## config.mk

```make
export PLATFORM = sky130hd
export DESIGN_NAME = qam16_symbol_mux
export DESIGN_NICKNAME = d
export VERILOG_FILES = /design/src/rtl/qam16_symbol_mux.sv
export SDC_FILE = /design/constraint.sdc
export NUM_CORES = 1
export LEC_CHECK = 0
export BUFFER_PORTS_ARGS = -buffer_cell sky130_fd_sc_hd__buf_2
export CORE_UTILIZATION = 38
export CTS_CLUSTER_SIZE = 8
export DETAILED_ROUTE_END_ITERATION = 8
export HOLD_SLACK_MARGIN = 0.1
export PLACE_DENSITY = 0.78
export SYNTH_ARGS = -nofsm -noshare
export SYNTH_HDL_FRONTEND = slang
export SYNTH_SLANG_ARGS = --single-unit
export TNS_END_PERCENT = 20
```

## constraint.sdc

```tcl
create_clock -name clk -period 1.95 [get_ports clk]
set_input_delay 0.0975 -clock clk [delete_from_list [all_inputs] [get_ports clk]]
set_output_delay 0.0975 -clock clk [all_outputs]
set_load 0.1 [all_outputs]
```

## src/rtl/qam16_symbol_mux.sv

```systemverilog
// qam16_symbol_mux: collects a serial bit stream into 4-bit symbols through a
// one-deep pending buffer and, at every 16-sample carrier-period boundary,
// selects one of the 16 waveform lanes (Q00..Q33) as the registered output.
// Optional build macro: QAM16_GRAY_MAP_EN (Gray-coded I/Q axes, default off).

module qam16_symbol_mux #(
    parameter int unsigned     DW         = 8,
    parameter logic [DW-1:0]   IDLE_LEVEL = DW'(100)
) (
    input  logic               clk,
    input  logic               rst_n,
    input  logic [16*DW-1:0]   wave_bus,
    input  logic               bit_in,
    input  logic               bit_valid,
    output logic               bit_ready,
    output logic [DW-1:0]      mod_out,
    output logic               sym_start,
    output logic               underrun
);

    logic [3:0]    phase;
    logic [2:0]    bcnt;
    logic [3:0]    shreg;
    logic [3:0]    pend;
    logic          pend_v;
    logic [3:0]    act_sym;
    logic          act_v;

    logic          accept;
    logic          load;
    logic          transfer;
    logic [DW-1:0] lane_sel;

    // Symbol-to-lane mapping; each 2-bit axis is Gray-decoded when enabled.
    function automatic logic [3:0] map_sym(input logic [3:0] s);
`ifdef QAM16_GRAY_MAP_EN
        return {s[3], s[3] ^ s[2], s[1], s[1] ^ s[0]};
`else
        return s;
`endif
    endfunction

    // Handshake, period-boundary and transfer decisions, plus lane selection.
    always_comb begin
        bit_ready = (bcnt != 3'd4);
        accept    = bit_valid && bit_ready;
        load      = (phase == 4'hF);
        // A load empties the buffer in the same cycle, so a full shift
        // register may refill it on the boundary without a gap.
        transfer  = (bcnt == 3'd4) && (!pend_v || load);
        lane_sel  = wave_bus[act_sym*DW +: DW];
    end

    // Free-running phase counter, in step with the generators' sample index.
    always_ff @(posedge clk) begin
        if (!rst_n) begin
            phase <= '0;
        end else begin
            phase <= phase + 4'd1;
        end
    end

    // Bit capture into the shift register and transfer into the pending slot.
    always_ff @(posedge clk) begin
        if (!rst_n) begin
            bcnt   <= '0;
            shreg  <= '0;
            pend   <= '0;
            pend_v <= 1'b0;
        end else begin
            if (transfer) begin
                pend   <= shreg;
                pend_v <= 1'b1;
                bcnt   <= '0;
            end else begin
                if (load) begin
                    pend_v <= 1'b0;
                end
                if (accept) begin
                    shreg <= {shreg[2:0], bit_in};
                    bcnt  <= bcnt + 3'd1;
                end
            end
        end
    end

    // Symbol load at the period boundary; an empty buffer idles the next period.
    always_ff @(posedge clk) begin
        if (!rst_n) begin
            act_sym <= '0;
            act_v   <= 1'b0;
        end else if (load) begin
            if (pend_v) begin
                act_sym <= map_sym(pend);
                act_v   <= 1'b1;
            end else begin
                act_v   <= 1'b0;
            end
        end
    end

    // Registered output sample, period-start marker and underrun pulse.
    always_ff @(posedge clk) begin
        if (!rst_n) begin
            mod_out   <= IDLE_LEVEL;
            sym_start <= 1'b0;
            underrun  <= 1'b0;
        end else begin
            mod_out   <= act_v ? lane_sel : IDLE_LEVEL;
            sym_start <= (phase == 4'd0);
            underrun  <= load && !pend_v;
        end
    end

endmodule

```

Word level (Yosys, flattened, before mapping)
Cells that the tools add are included.
{"block": "classes", "add_sub_neg": 2, "mul": 0, "n_div": 0, "n_lt_le_gt_ge": 0, "n_eq_ne": 3, "shift": 1, "mux": 3, "n_bitwise": 2, "reduce_logical": 11}
{"operator": "128-bit by 8-bit variable part select with 8-bit output", "count": 1}
{"operator": "2-bit AND reduction", "count": 3}
{"operator": "4-bit by 1-bit adder with 4-bit output (second input constant)", "count": 1}
{"operator": "4-bit == test (second input constant)", "count": 1}
{"operator": "4-bit zero test", "count": 1}
{"operator": "3-bit by 1-bit adder with 3-bit output (second input constant)", "count": 1}
{"operator": "3-bit == test (second input constant)", "count": 1}
{"operator": "1-bit logical AND", "count": 3}
{"operator": "1-bit 2-to-1 mux", "count": 3}
{"operator": "3-bit != test (second input constant)", "count": 1}
{"operator": "1-bit NOT", "count": 2}
{"operator": "2-bit nonzero test", "count": 1}
{"operator": "2-bit OR reduction", "count": 1}
{"operator": "1-bit zero test", "count": 1}
{"operator": "1-bit logical OR", "count": 1}
{"block": "totals", "ff_bits": 31, "latchBits": 0, "ram_bits": 0, "rom_bits": 0, "inputBits": 132, "out_inout_bits": 11, "wordCells": 32, "n_memories": 0}

Logic depth before layout (Yosys ltp)
Gate-level depths: netlist of the first run.
{"block": "logic_depth", "depth_word": 5, "depth_mapped": 7, "depth_no_buf": 6}

Least setup slack after synthesis of the first run
No wires, ideal clock.
{"block": "synth_path", "path_type": "reg2reg", "start": "register bcnt[0]", "end": "register pend[0]", "setup_time_ns": 0.116, "arrival_time_ns": 1.871, "t_required_ns": 1.834, "path_slack_ns": -0.037, "stages_incl_launch_ff": 7, "path_buffers": 0, "synth_period_minus_slack_ns": 1.987, "path_cell_list": "dfxtp_1 -> inv_1 -> ha_1 -> nand2_1 -> a21oi_2 -> mux2i_1 -> nor2b_1"}
{"block": "synth_between", "elab_chain_len": 2}
{"element": "start: declaration", "line": "22", "rtl": "logic [2:0] bcnt;"}
{"element": "start signal: assignment", "line": "81", "rtl": "bcnt <= bcnt + 3'd1;"}
{"element": "3-bit == test", "line": "50", "rtl": "transfer = (bcnt == 3'd4) && (!pend_v || load);"}
{"element": "1-bit logical AND", "line": "50"}
{"element": "end signal: assignment", "line": "72", "rtl": "pend <= shreg;"}
{"element": "end: declaration", "line": "24", "rtl": "logic [3:0] pend;"}
Every way passes these cells.
A chain may end at the register's enable or synchronous reset.

Final worst setup path of the first run
{"block": "layout_path", "start": "register act_sym[1]", "end": "register mod_out[7]"}
{"block": "layout_between", "elab_chain_len": 1}
{"element": "start: declaration", "line": "26", "rtl": "logic [3:0] act_sym;"}
{"element": "start signal: assignment", "line": "94", "rtl": "act_sym <= map_sym(pend);"}
{"element": "128-bit by 8-bit variable part select with 8-bit output", "line": "51", "rtl": "lane_sel = wave_bus[act_sym*DW +: DW];"}
{"element": "end signal: assignment", "line": "109", "rtl": "mod_out <= act_v ? lane_sel : IDLE_LEVEL;"}
{"element": "end: declaration", "line": "16", "rtl": "output logic [DW-1:0] mod_out,"}
Every way passes these cells.

==> results.yml, run 1 <==
global_routing:
  antenna_found_initial: 0
  grt_max_degree: 28
  grt_overflow: 0
  grt_pass1_vias: 2074
  grtUsageTotal: 0.197
  grt_pass1_wl_um: 9150
routing:
  routed_wl_um: 5950
  drtIter0Drc: 68
  drt_first_pass_iters: 4
  avgRoutedWirePerCell_um: 15.2
  via_per_inst: 5.24
  drc: 0
  antenna_left: 0
  via_count: 2056
yosys:
  avgSynthCellArea_um2: 11.9
  ys_warn_count: 0
  ys_seq_area_frac: 0.291
  syn-num-nets: 315
  yosys.area.top_type: "dfxtp_1"
  synth_cell_types: 30
  synth_top_cell_area_share: 0.291
  syn_inst: 179
  synth.area.top_cells: "dfxtp_1 (29%), mux4_2 (22%), mux2i_1 (11%), mux4_1 (9.9%), nand2_1 (3.9%)"
  synth_seq_cells: 31
  synth_area_um2: 2130
worst_setup_path:
  path_cells: "buf_4 > buf_4 > mux4_2 > mux2i_1 > o22ai_1"
  critPathBufInv: 2
  path_class: "reg2reg"
  crit_path_end_kind: "flip-flop"
  critPathMostFrequentCell: "buf_4"
  crit_required_ps: 2100
  slowest_delay_ps: 520
  cp_slowest_cell: "dfxtp_2"
  start_kind: "flip-flop"
  arrival_ps: 1930
  cp_top_family: "flip-flops"
  crit_fanout: 15
sta:
  hold_violations: 0
  setup_viol: 0
  tightest_slew_ps: 501
  fin_crit_sh: 0.912
  final.setup_skew_ps: 4.15
  clock.fmax_mhz: 562
  period_minus_slack_ps: 1780
  rsz0062_at_grt: "no"
  maxSlewViolCount: 0
  timing.final.ws_setup_ps: 171
  holdWs_ps: 203
  setup-tns-final_ps: 0
  max_slew_margin: 0.668
power_and_ir_drop:
  cellPowerDensity_nw_per_um2: 475
  power.leakage_nw: 1.29
  ir_drop_mv: 0.226
  power_mw: 1.43
min_path:
  hold_path_class: "in2reg"
clock_network:
  cts_made_buffers: 5
  ctsRootBufferMaster: "clkbuf_8"
  cts_max_level: 2
  ctsResizeCount: 0
  path_clk_slew_ps: 60
  cts_tree: "built"
  clk_latency_ps: 280
  cts_sinks: 31
  ctsLongestPathBuffers: 2
  postCtsSetupBuffers: 0
die:
  initial_utilization: 0.407
  dieArea_um2: 5910
  die_y_um: 76.9
  core_um2: 5240
  die_w_um: 76.9
  num_rows: 26
  ioPinCount: 143
cells_and_area:
  mostFrequentLayoutCell: "buf_2"
  final_cell_mix: "buf_2 (142), dfxtp_1 (29), mux2i_1 (24)"
  drive_gt1_frac: 0.565
  fin_nets: 458
  syn_to_final_growth_pct: 41.0
  num_antenna_cells: 0
  stdcell_count: 392
outcome:
  status: "complete, no violations"
flow_run:
  drv_cap: 0
place:
  pre_cts_slack_ps: 180
  port_buffers: 142
  gp_routability_congestion: 0.809
  dp_cells: 384
  dp_hpwl_um: 4960
synth_stat cells:
master and count:
ha_1 4, nand3_1 3, a21oi_1 1, xor2_1 2, nand4_1 4, nand3b_1 1, and2_1 3, nor2_1 2
a31oi_1 3, mux4_2 21, mux4_1 8, inv_1 4, nor3_1 1, dfxtp_1 31, mux2_2 3, buf_6 1
a21boi_0 6, o22ai_1 5, a21oi_2 1, nor3b_1 1, nand2b_1 1, a21boi_1 1, nor2b_1 10, buf_4 5
mux2i_1 24, xnor2_1 2, o211ai_1 3, nand2_1 22, buf_2 4, clkbuf_1 2
path summary, 6_finish.rpt:
kind	end	cells past startpoint	from	slack (ps)
max reg2reg	mod_out[7]	5	act_sym[1]	170
min	mod_out[5]	2	rst_n	200
min reg2reg	shreg[3]	2	shreg[3]	470
max	mod_out[7]	5	act_sym[1]	170
cell type report:
type | count | area (um2)
Tap cell | 70 | 87.6
Fill cell | 465 | 2230
Clock buffer | 6 | 82.6
Inverter | 4 | 15.0
Sequential cell | 31 | 623
Multi-Input combinational cell | 132 | 1420
Timing Repair Buffer | 148 | 771
Clock inverter | 1 | 5.00
timing repair:
action,in CTS,in global routing
hold endpoints to repair,1,0
setup endpoints to repair,0,0
hold buffers,1,0
through the flow:
stage	area, um2	util
after floorplan	2130	-
after global placement	2910	0.555
after detailed placement	2910	0.555
after CTS	3010	0.574
after global routing	3010	0.574
final	3010	0.574
flip-flops by register name (all words and copies together), names as in the netlist, 3 cells and up:
register / cells
pend: 4
act_sym: 4
mod_out: 8
shreg: 4
bcnt: 3
phase: 4
logic make-up after synthesis:
family	count (synthesis)	share of synthesized area
mux	56	0.449
simple gates	48	0.112
flops	31	0.291
compound gates	20	0.0652
buf+inv	16	0.0429
xor+xnor	4	0.0164
fa+ha+maj	4	0.0235
where the power goes:
part / switching (mW) / internal (mW) / total, mW
clock: 0.226 / 0.276 / 0.502
sequential: 0.0121 / 0.648 / 0.660
combinational: 0.100 / 0.165 / 0.266
layer usage:
layer,up-vias,wire length [um],global-route usage,share of wire
li1,979,-,-,-
met1,981,2230,0.216,0.37
met2,86,3300,0.370,0.55
met3,10,334,0.0417,0.056
met4,0,97,0.0731,0.016
met5,-,0,0,0
worst register-to-register path, cell delays in order, from the launching register on:
cell	delay (ps)
dfxtp_2	520
buf_4	260
buf_4	260
mux4_2	330
mux2i_1	190
o22ai_1	110
No activity file was read; power rests on OpenSTA's default activity.
==> inputs of run 2 (changes only) <==
--- a/config.mk
+++ b/config.mk
@@ -6,11 +6,12 @@
 export NUM_CORES = 1
 export LEC_CHECK = 0
 export BUFFER_PORTS_ARGS = -buffer_cell sky130_fd_sc_hd__buf_2
-export CORE_UTILIZATION = 38
+export CORE_UTILIZATION = 42
 export CTS_CLUSTER_SIZE = 8
 export DETAILED_ROUTE_END_ITERATION = 8
 export HOLD_SLACK_MARGIN = 0.1
-export PLACE_DENSITY = 0.78
+export MAX_ROUTING_LAYER = met4
+export PLACE_DENSITY = 0.85
 export SYNTH_ARGS = -nofsm -noshare
 export SYNTH_HDL_FRONTEND = slang
 export SYNTH_SLANG_ARGS = --single-unit
==> run 2 against run 1 <==
Net effect:
- highest routed layer unchanged
- combinational power about the same
- critical path depth decreased by 1
- worst setup slack improved by 150 ps
- power increased by 4.2%
- clock-buffer cell count increased by 2
- non-clock buffer count increased by 2
- largest cell class unchanged
- wire length decreased by 0.59%
- critical path type unchanged
==> results.yml, run 2 (synthesized netlist as in run 1, its figures left out) <==
outcome:
  status: "complete, no violations"
worst_setup_path:
  critPathBufInv: 1
  slowest_delay_ps: 540
  arrival_ps: 1800
  cp_top_family: "multiplexers"
  path_class: "reg2reg"
  path_cells: "buf_12 > mux4_2 > mux2i_1 > o22ai_1"
  crit_fanout: 16
  start_kind: "flip-flop"
  crit_required_ps: 2120
  crit_path_end_kind: "flip-flop"
  cp_slowest_cell: "mux4_2"
  reg2reg_slack_ps: 320
clock_network:
  postCtsSetupBuffers: 0
  cts_max_level: 2
  ctsRootBufferMaster: "clkbuf_8"
  ctsResizeCount: 0
  cts_tree: "built"
  cts_made_buffers: 5
  hold_buffers: 1
  cts_sinks: 31
  path_clk_slew_ps: 70
  clk_latency_ps: 290
  ctsLongestPathBuffers: 2
sta:
  setup_viol: 0
  setup-tns-final_ps: 0
  tightest_slew_ps: 561
  period_minus_slack_ps: 1630
  rsz0062_at_grt: "no"
  max_slew_margin: 0.626
  maxSlewViolCount: 0
  hold_violations: 0
  fin_crit_sh: 0.837
  final.setup_skew_ps: 8.30
  clock.fmax_mhz: 613
  timing.final.ws_setup_ps: 318
cells_and_area:
  num_antenna_cells: 0
  final_cell_mix: "buf_2 (142), dfxtp_1 (29), mux2i_1 (24)"
  nFillCells: 418
  largest_reg_flops: 8
  multi_input_area_um2: 1420
  top_register: "mod_out"
  fin_nets: 460
  syn_to_final_growth_pct: 42.2
  regArea_um2: 623
  mostFrequentLayoutCell: "buf_2"
  post-route-util: 0.629
  drive_gt1_frac: 0.566
routing:
  drc: 0
  routed_wl_um: 5920
  avgRoutedWirePerCell_um: 15.1
  drtIter0Drc: 64
  drt_first_pass_iters: 4
  via_per_inst: 5.23
  via_count: 2052
  antenna_left: 0
global_routing:
  grt_pass1_wl_um: 8650
  grt_max_degree: 19
  grt_pass1_vias: 1961
  grt_overflow: 0
  grtUsageTotal: 0.224
  antenna_found_initial: 0
die:
  core_um2: 4820
  ioPinCount: 143
  initial_utilization: 0.442
  dieArea_um2: 5360
  die_w_um: 73.2
  num_rows: 25
  die_y_um: 73.2
power_and_ir_drop:
  ir_drop_mv: 0.332
  power_mw: 1.49
  power.leakage_nw: 1.31
  cellPowerDensity_nw_per_um2: 491
place:
  dp_hpwl_um: 4830
  pre_cts_slack_ps: 331
  gp_routability_congestion: 0.775
  port_buffers: 142
min_path:
  hold_path_class: "in2reg"
flow_run:
  drv_cap: 0
run 2: tightest hold or removal path: stages:
cell and delay (ps):
buf_2 150, nand2_1 80, nor3_1 40
run 2: routing by layer:
layer	part of all wire	track usage
met5	0	-
met4	0.021	0.0915
met3	0.055	0.0483
met2	0.54	0.372
met1	0.39	0.262
run 2: final cells by class:
class | instances | share of cell area
multi-input combinational | 132 | 0.469
tap | 67 | 0.0277
timing repair buffer | 150 | 0.259
sequential | 31 | 0.206
inverter | 4 | 0.00496
clock buffer | 8 | 0.0330
run 2: where the power goes:
group,switching (mW),leakage [nW],internal [mW],total (mW)
logic,0.0992,1.00,0.167,0.266
registers,0.0121,0.252,0.648,0.660
clock network,0.241,0.0515,0.322,0.563
total,0.352,1.31,1.14,1.49
run 2: path summary, 6_finish.rpt:
kind | startpoint | depth (start not counted) | endpoint
worst min register to register | shreg[3] | 2 | shreg[3]
worst min-delay path | rst_n | 3 | sym_start
worst max-delay path | act_sym[0] | 4 | mod_out[1]
worst max register to register | act_sym[0] | 4 | mod_out[1]
run 2: stage by stage:
step / std cells / instance area [um2] / hold slack (ps)
CTS: 392 / 3030 / 121
floorplan: 179 / 2130 / 242
global route: 392 / 3030 / 139
global placement: 383 / 2920 / 357
detailed placement: 383 / 2920 / 366
finish: 392 / 3030 / 122
